## src/rtl/pipe_ctrl_unit_pkg.sv

```systemverilog
// Shared control definitions for the pipelined MIPS control unit:
// ALU codes, opcode/funct values and the per-stage control bundle.
package pipe_ctrl_unit_pkg;

    localparam int unsigned ALU_CW = 4;
    localparam int unsigned OPF_W  = 6;

    localparam logic [ALU_CW-1:0] ALU_AND = 4'b0000;
    localparam logic [ALU_CW-1:0] ALU_OR  = 4'b0001;
    localparam logic [ALU_CW-1:0] ALU_ADD = 4'b0010;
    localparam logic [ALU_CW-1:0] ALU_XOR = 4'b0011;
    localparam logic [ALU_CW-1:0] ALU_SLL = 4'b0100;
    localparam logic [ALU_CW-1:0] ALU_SRL = 4'b0101;
    localparam logic [ALU_CW-1:0] ALU_SUB = 4'b0110;
    localparam logic [ALU_CW-1:0] ALU_SLT = 4'b0111;
    localparam logic [ALU_CW-1:0] ALU_SRA = 4'b1000;
    localparam logic [ALU_CW-1:0] ALU_BEQ = 4'b1001;
    localparam logic [ALU_CW-1:0] ALU_BNE = 4'b1010;
    localparam logic [ALU_CW-1:0] ALU_NOR = 4'b1100;

    localparam logic [OPF_W-1:0] OP_RTYPE = 6'h00;
    localparam logic [OPF_W-1:0] OP_J     = 6'h02;
    localparam logic [OPF_W-1:0] OP_JAL   = 6'h03;
    localparam logic [OPF_W-1:0] OP_BEQ   = 6'h04;
    localparam logic [OPF_W-1:0] OP_BNE   = 6'h05;
    localparam logic [OPF_W-1:0] OP_ADDI  = 6'h08;
    localparam logic [OPF_W-1:0] OP_ADDIU = 6'h09;
    localparam logic [OPF_W-1:0] OP_ANDI  = 6'h0C;
    localparam logic [OPF_W-1:0] OP_ORI   = 6'h0D;
    localparam logic [OPF_W-1:0] OP_XORI  = 6'h0E;
    localparam logic [OPF_W-1:0] OP_LW    = 6'h23;
    localparam logic [OPF_W-1:0] OP_SW    = 6'h2B;

    localparam logic [OPF_W-1:0] F_SLL  = 6'h00;
    localparam logic [OPF_W-1:0] F_SRL  = 6'h02;
    localparam logic [OPF_W-1:0] F_SRA  = 6'h03;
    localparam logic [OPF_W-1:0] F_SLLV = 6'h04;
    localparam logic [OPF_W-1:0] F_SRLV = 6'h06;
    localparam logic [OPF_W-1:0] F_SRAV = 6'h07;
    localparam logic [OPF_W-1:0] F_JR   = 6'h08;
    localparam logic [OPF_W-1:0] F_ADD  = 6'h20;
    localparam logic [OPF_W-1:0] F_ADDU = 6'h21;
    localparam logic [OPF_W-1:0] F_SUB  = 6'h22;
    localparam logic [OPF_W-1:0] F_SUBU = 6'h23;
    localparam logic [OPF_W-1:0] F_AND  = 6'h24;
    localparam logic [OPF_W-1:0] F_OR   = 6'h25;
    localparam logic [OPF_W-1:0] F_XOR  = 6'h26;
    localparam logic [OPF_W-1:0] F_NOR  = 6'h27;
    localparam logic [OPF_W-1:0] F_SLT  = 6'h2A;

    // Field order fixes the bit offsets of the exported control vectors (reg_write is the MSB).
    typedef struct packed {
        logic              reg_write;
        logic              mem_to_reg;
        logic              mem_write;
        logic              branch;
        logic              jump;
        logic              jump_reg;
        logic              link;
        logic [ALU_CW-1:0] alu_ctrl;
        logic              alu_src;
        logic              alu_src_shamt;
    } ctrl_t;

    localparam int unsigned CTRL_W = $bits(ctrl_t);
    localparam ctrl_t       BUBBLE = '0;

endpackage

```

## src/rtl/pipe_ctrl_unit_decode.sv

```systemverilog
// Combinational ID-stage decoder: op/funct to control bundle, destination
// register, illegal flag and whether rt is read as a source.
module pipe_ctrl_unit_decode
    import pipe_ctrl_unit_pkg::*;
#(
    parameter int unsigned REG_AW   = 5,
    parameter int unsigned JUMP_EN  = 1,
    parameter int unsigned LINK_REG = 31
) (
    input  logic [OPF_W-1:0]  op_i,
    input  logic [OPF_W-1:0]  funct_i,
    input  logic [REG_AW-1:0] rt_i,
    input  logic [REG_AW-1:0] rd_i,
    output logic [CTRL_W-1:0] ctrl_o,
    output logic [REG_AW-1:0] dst_o,
    output logic              illegal_o,
    output logic              reads_rt_o
);

    ctrl_t             c;
    logic [REG_AW-1:0] dst;
    logic              ill;
    logic              rrt;

    always_comb begin
        c   = BUBBLE;
        dst = '0;
        ill = 1'b0;
        rrt = 1'b0;
        case (op_i)
            OP_RTYPE: begin
                c.reg_write = 1'b1;
                dst         = rd_i;
                rrt         = 1'b1;
                case (funct_i)
                    F_ADD, F_ADDU: c.alu_ctrl = ALU_ADD;
                    F_SUB, F_SUBU: c.alu_ctrl = ALU_SUB;
                    F_AND:         c.alu_ctrl = ALU_AND;
                    F_OR:          c.alu_ctrl = ALU_OR;
                    F_XOR:         c.alu_ctrl = ALU_XOR;
                    F_NOR:         c.alu_ctrl = ALU_NOR;
                    F_SLT:         c.alu_ctrl = ALU_SLT;
                    F_SLLV:        c.alu_ctrl = ALU_SLL;
                    F_SRLV:        c.alu_ctrl = ALU_SRL;
                    F_SRAV:        c.alu_ctrl = ALU_SRA;
                    F_SLL: begin c.alu_ctrl = ALU_SLL; c.alu_src_shamt = 1'b1; end
                    F_SRL: begin c.alu_ctrl = ALU_SRL; c.alu_src_shamt = 1'b1; end
                    F_SRA: begin c.alu_ctrl = ALU_SRA; c.alu_src_shamt = 1'b1; end
                    F_JR: begin
                        c.reg_write = 1'b0;
                        c.jump_reg  = 1'b1;
                        dst         = '0;
                        rrt         = 1'b0;
                        ill         = (JUMP_EN == 0);
                    end
                    default: ill = 1'b1;
                endcase
            end
            OP_ADDI, OP_ADDIU, OP_ANDI, OP_ORI, OP_XORI, OP_LW: begin
                c.reg_write = 1'b1;
                c.alu_src   = 1'b1;
                dst         = rt_i;
                case (op_i)
                    OP_ANDI: c.alu_ctrl = ALU_AND;
                    OP_ORI:  c.alu_ctrl = ALU_OR;
                    OP_XORI: c.alu_ctrl = ALU_XOR;
                    default: c.alu_ctrl = ALU_ADD;
                endcase
                c.mem_to_reg = (op_i == OP_LW);
            end
            OP_SW: begin
                c.mem_write = 1'b1;
                c.alu_src   = 1'b1;
                c.alu_ctrl  = ALU_ADD;
                rrt         = 1'b1;
            end
            OP_BEQ, OP_BNE: begin
                c.branch   = 1'b1;
                c.alu_ctrl = (op_i == OP_BEQ) ? ALU_BEQ : ALU_BNE;
                rrt        = 1'b1;
            end
            OP_J: begin
                c.jump = 1'b1;
                ill    = (JUMP_EN == 0);
            end
            OP_JAL: begin
                c.jump      = 1'b1;
                c.link      = 1'b1;
                c.reg_write = 1'b1;
                dst         = REG_AW'(LINK_REG);
                ill         = (JUMP_EN == 0);
            end
            default: ill = 1'b1;
        endcase
        // Unsupported encodings collapse to a bubble so nothing downstream acts on them.
        if (ill) begin
            c   = BUBBLE;
            dst = '0;
            rrt = 1'b0;
        end
    end

    assign ctrl_o     = c;
    assign dst_o      = dst;
    assign illegal_o  = ill;
    assign reads_rt_o = rrt;

endmodule

```

## src/rtl/pipe_ctrl_unit.sv

```systemverilog
// Pipelined control unit: decodes ID, carries control through EX/MEM/WB,
// detects load-use hazards, selects forwarding and flags illegal opcodes.
module pipe_ctrl_unit
    import pipe_ctrl_unit_pkg::*;
#(
    parameter int unsigned REG_AW   = 5,
    parameter int unsigned JUMP_EN  = 1,
    parameter int unsigned LINK_REG = 31
) (
    input  logic              clk,
    input  logic              rst_n,
    input  logic              id_valid_i,
    input  logic [OPF_W-1:0]  id_op_i,
    input  logic [OPF_W-1:0]  id_funct_i,
    input  logic [REG_AW-1:0] id_rs_i,
    input  logic [REG_AW-1:0] id_rt_i,
    input  logic [REG_AW-1:0] id_rd_i,
    input  logic              ex_flush_i,
    input  logic              mem_busy_i,
    output logic              hazard_stall_o,
    output logic              illegal_op_o,
    output logic [CTRL_W-1:0] ex_ctrl_o,
    output logic [REG_AW-1:0] ex_dst_o,
    output logic [CTRL_W-1:0] mem_ctrl_o,
    output logic [REG_AW-1:0] mem_dst_o,
    output logic [CTRL_W-1:0] wb_ctrl_o,
    output logic [REG_AW-1:0] wb_dst_o,
    output logic [1:0]        fwd_a_o,
    output logic [1:0]        fwd_b_o
);

    logic [CTRL_W-1:0] dec_ctrl;
    logic [REG_AW-1:0] dec_dst;
    logic              dec_illegal;
    logic              dec_reads_rt;

    ctrl_t             ex_ctrl_q, ex_ctrl_d, mem_ctrl_q, mem_ctrl_d, wb_ctrl_q, wb_ctrl_d;
    logic [REG_AW-1:0] ex_dst_q, ex_dst_d, mem_dst_q, mem_dst_d, wb_dst_q, wb_dst_d;
    logic [REG_AW-1:0] ex_rs_q, ex_rs_d, ex_rt_q, ex_rt_d;
    logic              illegal_q, illegal_d;
    logic              load_use_c;

    pipe_ctrl_unit_decode #(
        .REG_AW   (REG_AW),
        .JUMP_EN  (JUMP_EN),
        .LINK_REG (LINK_REG)
    ) u_decode (
        .op_i       (id_op_i),
        .funct_i    (id_funct_i),
        .rt_i       (id_rt_i),
        .rd_i       (id_rd_i),
        .ctrl_o     (dec_ctrl),
        .dst_o      (dec_dst),
        .illegal_o  (dec_illegal),
        .reads_rt_o (dec_reads_rt)
    );

    // A load in EX whose destination the ID instruction consumes must wait one cycle.
    assign load_use_c = id_valid_i && ex_ctrl_q.mem_to_reg && (ex_dst_q != '0) &&
                        ((ex_dst_q == id_rs_i) || (dec_reads_rt && (ex_dst_q == id_rt_i)));
    assign hazard_stall_o = load_use_c && !ex_flush_i;

    always_comb begin
        ex_ctrl_d  = ex_ctrl_q;
        ex_dst_d   = ex_dst_q;
        ex_rs_d    = ex_rs_q;
        ex_rt_d    = ex_rt_q;
        mem_ctrl_d = mem_ctrl_q;
        mem_dst_d  = mem_dst_q;
        wb_ctrl_d  = wb_ctrl_q;
        wb_dst_d   = wb_dst_q;
        illegal_d  = 1'b0;
        if (!mem_busy_i) begin
            mem_ctrl_d = ex_ctrl_q;
            mem_dst_d  = ex_dst_q;
            wb_ctrl_d  = mem_ctrl_q;
            wb_dst_d   = mem_dst_q;
            ex_ctrl_d  = BUBBLE;
            ex_dst_d   = '0;
            ex_rs_d    = '0;
            ex_rt_d    = '0;
            if (id_valid_i && !ex_flush_i && !load_use_c) begin
                if (dec_illegal) begin
                    illegal_d = 1'b1;
                end else begin
                    ex_ctrl_d = ctrl_t'(dec_ctrl);
                    ex_dst_d  = dec_dst;
                    ex_rs_d   = id_rs_i;
                    ex_rt_d   = id_rt_i;
                end
            end
        end
    end

    always_ff @(posedge clk or negedge rst_n) begin
        if (!rst_n) begin
            ex_ctrl_q  <= BUBBLE;
            ex_dst_q   <= '0;
            ex_rs_q    <= '0;
            ex_rt_q    <= '0;
            mem_ctrl_q <= BUBBLE;
            mem_dst_q  <= '0;
            wb_ctrl_q  <= BUBBLE;
            wb_dst_q   <= '0;
            illegal_q  <= 1'b0;
        end else begin
            ex_ctrl_q  <= ex_ctrl_d;
            ex_dst_q   <= ex_dst_d;
            ex_rs_q    <= ex_rs_d;
            ex_rt_q    <= ex_rt_d;
            mem_ctrl_q <= mem_ctrl_d;
            mem_dst_q  <= mem_dst_d;
            wb_ctrl_q  <= wb_ctrl_d;
            wb_dst_q   <= wb_dst_d;
            illegal_q  <= illegal_d;
        end
    end

    // EX/MEM result is newer than MEM/WB, so it wins; $0 is hardwired and never forwarded.
    function automatic logic [1:0] fwd_sel(input logic m_wr, input logic [REG_AW-1:0] m_dst,
                                           input logic w_wr, input logic [REG_AW-1:0] w_dst,
                                           input logic [REG_AW-1:0] src);
        logic [1:0] sel;
        sel = 2'b00;
        if (src != '0) begin
            if (m_wr && (m_dst == src)) begin
                sel = 2'b10;
            end else if (w_wr && (w_dst == src)) begin
                sel = 2'b01;
            end
        end
        return sel;
    endfunction

    assign fwd_a_o = fwd_sel(mem_ctrl_q.reg_write, mem_dst_q, wb_ctrl_q.reg_write, wb_dst_q, ex_rs_q);
    assign fwd_b_o = fwd_sel(mem_ctrl_q.reg_write, mem_dst_q, wb_ctrl_q.reg_write, wb_dst_q, ex_rt_q);

    assign ex_ctrl_o    = ex_ctrl_q;
    assign ex_dst_o     = ex_dst_q;
    assign mem_ctrl_o   = mem_ctrl_q;
    assign mem_dst_o    = mem_dst_q;
    assign wb_ctrl_o    = wb_ctrl_q;
    assign wb_dst_o     = wb_dst_q;
    assign illegal_op_o = illegal_q;

endmodule

```

## config.mk

```make
export PLATFORM = sky130hd
export DESIGN_NAME = pipe_ctrl_unit
export DESIGN_NICKNAME = d
export VERILOG_FILES = /design/src/rtl/pipe_ctrl_unit_pkg.sv /design/src/rtl/pipe_ctrl_unit_decode.sv /design/src/rtl/pipe_ctrl_unit.sv
export SDC_FILE = /design/constraint.sdc
export NUM_CORES = 1
export LEC_CHECK = 0
export BUFFER_PORTS_ARGS = -buffer_cell sky130_fd_sc_hd__clkbuf_2
export CORE_ASPECT_RATIO = 0.6
export CORE_MARGIN = 5
export CORE_UTILIZATION = 40
export CTS_CLUSTER_DIAMETER = 150
export DETAILED_ROUTE_END_ITERATION = 7
export GPL_TIMING_DRIVEN = 0
export PLACE_DENSITY = 0.58
export SLEW_MARGIN = 20
export SYNTH_ARGS = -nofsm -noshare
export SYNTH_HDL_FRONTEND = slang
export SYNTH_HIERARCHICAL = 1
export SYNTH_SLANG_ARGS = --single-unit
export TNS_END_PERCENT = 5
```

## constraint.sdc

```tcl
create_clock -name clk -period 3.85 [get_ports clk]
set_input_delay 0.1925 -clock clk [delete_from_list [all_inputs] [get_ports clk]]
set_output_delay 0.1925 -clock clk [all_outputs]
set_load 0.1 [all_outputs]
```

==> impl_metrics.ini <==
[synthesis]
ys_ff_latch = 65
synthAdderAreaFrac_pct = 0.254
yosysMostFrequentCell = dfrtp_1
synth_enable_flop_cells = 0
yosysTopAreaCell = dfrtp_1
avgSynthCellArea_sq_um = 10.2
async_flop_share_pct = 100
synthesis.area_sq_mm = 0.00395
syn-instance-count = 388
yosys-top-cells-count = dfrtp_1 (65), mux2_2 (36), nor3b_1 (31)
synthXorXnorAreaFrac_pct = 6.66
synth-simple-area-share_pct = 21.0
yosysTopAreaCellShare_pct = 41.2
ys_warn_count = 6
muxShareOfSynthArea_pct = 10.5
syn_nets = 420
synth_top_family_by_area = simple AND/OR/NAND/NOR gates
seq_area_frac_synth_pct = 41.2
synth_compound_area_share_pct = 15.1
synth.area.top_cells = dfrtp_1 (41%), mux2_2 (10%), nor3b_1 (5.9%)
yosysUniqueCellTypes = 55
ys.flop_type = dfrtp_1

[cts]
cts.reportedPaths.clkPinSlew_ps = 60
cts_buffer_depth = 2
cts_buffers = 9
postCtsSetupBuffers = 0
cts_max_level = 3
ctsRootBufferMaster = clkbuf_16
cts_tree = built
clk_latency_ps = 340
clock_sinks = 65

[finish]
area_growth_pct = 26.0
stdcell_area_sq_mm = 0.00497
fillers = 960
diodes = 0
layout-drive-gt1-share_pct = 34.5
layout.nets = 520

[timing]
finalHoldViolations = 0
min_period_ps = 3460
fin_skew_ps = 7.76
clock.fmax_ghz = 0.289
drv_slew = 0
final.setup.tns_ps = 0
slew_headroom_pct = 54.8
fin_crit_sh_pct = 89.8
setup_viol_count_final = 0
rsz0062_at_grt = false
worstMarginPinSlew_ps = 679

[floorplan]
die_area_sq_mm = 0.0120
rows = 28
die_y_um = 86.9
initial_core_util_pct = 40.5
fp.dieW_um = 138
io_pins = 92
coreArea_sq_mm = 0.00974

[placement]
dp_hpwl_um = 8940
place_area_sq_mm = 0.00459
gp_congestion = 0.851
io_buffers = 87

[routing]
postRouteAntennaNets = 0
drtPass1Iterations = 6
vias = 3591
drcViolationCount = 0
wl_per_cell_um = 19.3
drtIter0Drc = 356
drt_wl_total_um = 12100
via_per_inst = 5.72

[worst_setup_path]
critPathCaptureType = output port
critPathKind = primary input to output port
cp.required_ps = 3660
worstSetupStartpointType = primary input
cp.arrival_ps = 3260
cp_max_fo = 10

[pwr]
irDropWorstVdd_mv = 0.209
power.density_mw_per_mm2 = 391
p_leak_nw = 2.26

[grt]
grt_overflow = 0
antenna_found_initial = 0
use_met3_pct = 5.98
grt.total_usage_pct = 20.4
grt.busiest_layer = met1
use_met2_pct = 28.6
grt_max_degree = 44
grt_use_met1_pct = 30.9
grt_pass1_wl_um = 19100
grt_pass1_vias = 3388

[outcome]
status = complete, no violations

[min_path]
hp-class = primary input to register

[flow_run]
cap_violations = 0
## flip-flops by register name (all words and copies together), names as in the netlist
name and flops:
illegal_op_o 1, wb_dst_o 5, ex_dst_o 5, mem_dst_o 5, ex_rs_q 5, wb_ctrl_o 13, ex_rt_q 5, mem_ctrl_o 13
ex_ctrl_o 13
## kinds of logic after synthesis
group	after synthesis
simple gates	128
compound gates	86
flops	65
buf+inv	41
mux	37
xor+xnor	30
fa+ha+maj	1
## path summary, 6_finish.rpt
path | start | slack, ps | depth (start not counted) | endpoint
hold reg to reg | wb_ctrl_o[2] | 500 | 1 | wb_ctrl_o[2]
hold / removal | id_rs_i[1] | 140 | 3 | ex_rs_q[1]
max in group asynchronous | rst_n | 2970 | 3 | ex_dst_o[1]
setup reg to reg | ex_dst_o[4] | 1980 | 5 | ex_rs_q[2]
setup / recovery | id_funct_i[2] | 390 | 11 | hazard_stall_o
min in group asynchronous | rst_n | 340 | 2 | wb_ctrl_o[11]
## worst max-delay path: stages
cell and delay (ps):
clkbuf_2 140, or4b_2 690, nor3_1 260, a2111o_1 180
a21oi_2 140, a21oi_1 170, nand2_1 90, o22ai_1 190
clkbuf_1 390, nor3b_1 300, clkbuf_2 510
## final cells by class
class | count | area (sq um) | area share [%]
multi-input cells | 282 | 2120 | 42.6
flip-flops and latches | 65 | 1630 | 32.7
repair buffers | 89 | 475 | 9.56
clock buffers | 10 | 239 | 4.81
plain buffers | 35 | 185 | 3.72
well taps | 135 | 169 | 3.40
clock inverters | 6 | 138 | 2.77
inverters | 6 | 22.5 | 0.453
## power breakdown
group | internal, W | total (W) | switching (W)
combinational | 0.0000723 | 0.000208 | 0.000136
clock | 0.000719 | 0.00104 | 0.000317
sequential | 0.000691 | 0.000700 | 0.00000956
total | 0.00148 | 0.00194 | 0.000462
## per-layer routing
layer / share of wire, % / up-vias / wire length (um)
met5: 0 / - / 0
met4: 1.2 / 0 / 145
met3: 8.4 / 17 / 1010
met2: 41 / 150 / 4940
met1: 50 / 1788 / 6000
li1: - / 1636 / -
## placed cells by master (no fill, tap or decap), types with 2 or more instances in the layout
cell / count
buf_2: 10
buf_1: 2
buf_6: 5
or4_1: 2
o32ai_1: 2
xor2_1: 12
xnor2_1: 18
and3_1: 2
a211o_1: 2
a31oi_1: 2
o21ai_1: 6
nand4_1: 2
nor2_1: 15
mux2_2: 36
clkbuf_1: 17
inv_1: 5
nand2b_1: 5
a221oi_1: 5
dfrtp_1: 65
nor4_1: 6
clkbuf_16: 9
nand3_1: 7
nor3_1: 10
bufinv_16: 4
a21oi_1: 5
clkbuf_2: 86
nand3b_1: 29
nor3b_1: 31
a21oi_2: 2
a22oi_1: 28
nand2_1: 7
o21ai_0: 24
## stage by stage
| stage | util, % | hold WS, ps | worst slack, ps | instances | total power (W) |
|---|---|---|---|---|---|
| 6_report | 51.1 | 142 | 394 | 628 | 0.00194 |
| 5_1_grt | 51.1 | 151 | 192 | 628 | 0.00201 |
| 4_1_cts | 51.1 | 141 | 393 | 628 | 0.00196 |
| 3_5_place_dp | 47.1 | 155 | 403 | 611 | 0.000917 |
| 3_3_place_gp | 46.8 | 486 | 418 | 610 | 0.000910 |
| 2_1_floorplan | - | -103 | -574 | 388 | 0.000838 |
## what timing repair did
action,4_1_cts,5_1_grt
resized for setup,0,0
hold buffers,1,0
hold endpoints to repair,22,0
Note: power is estimated with default switching activity, not from simulation.
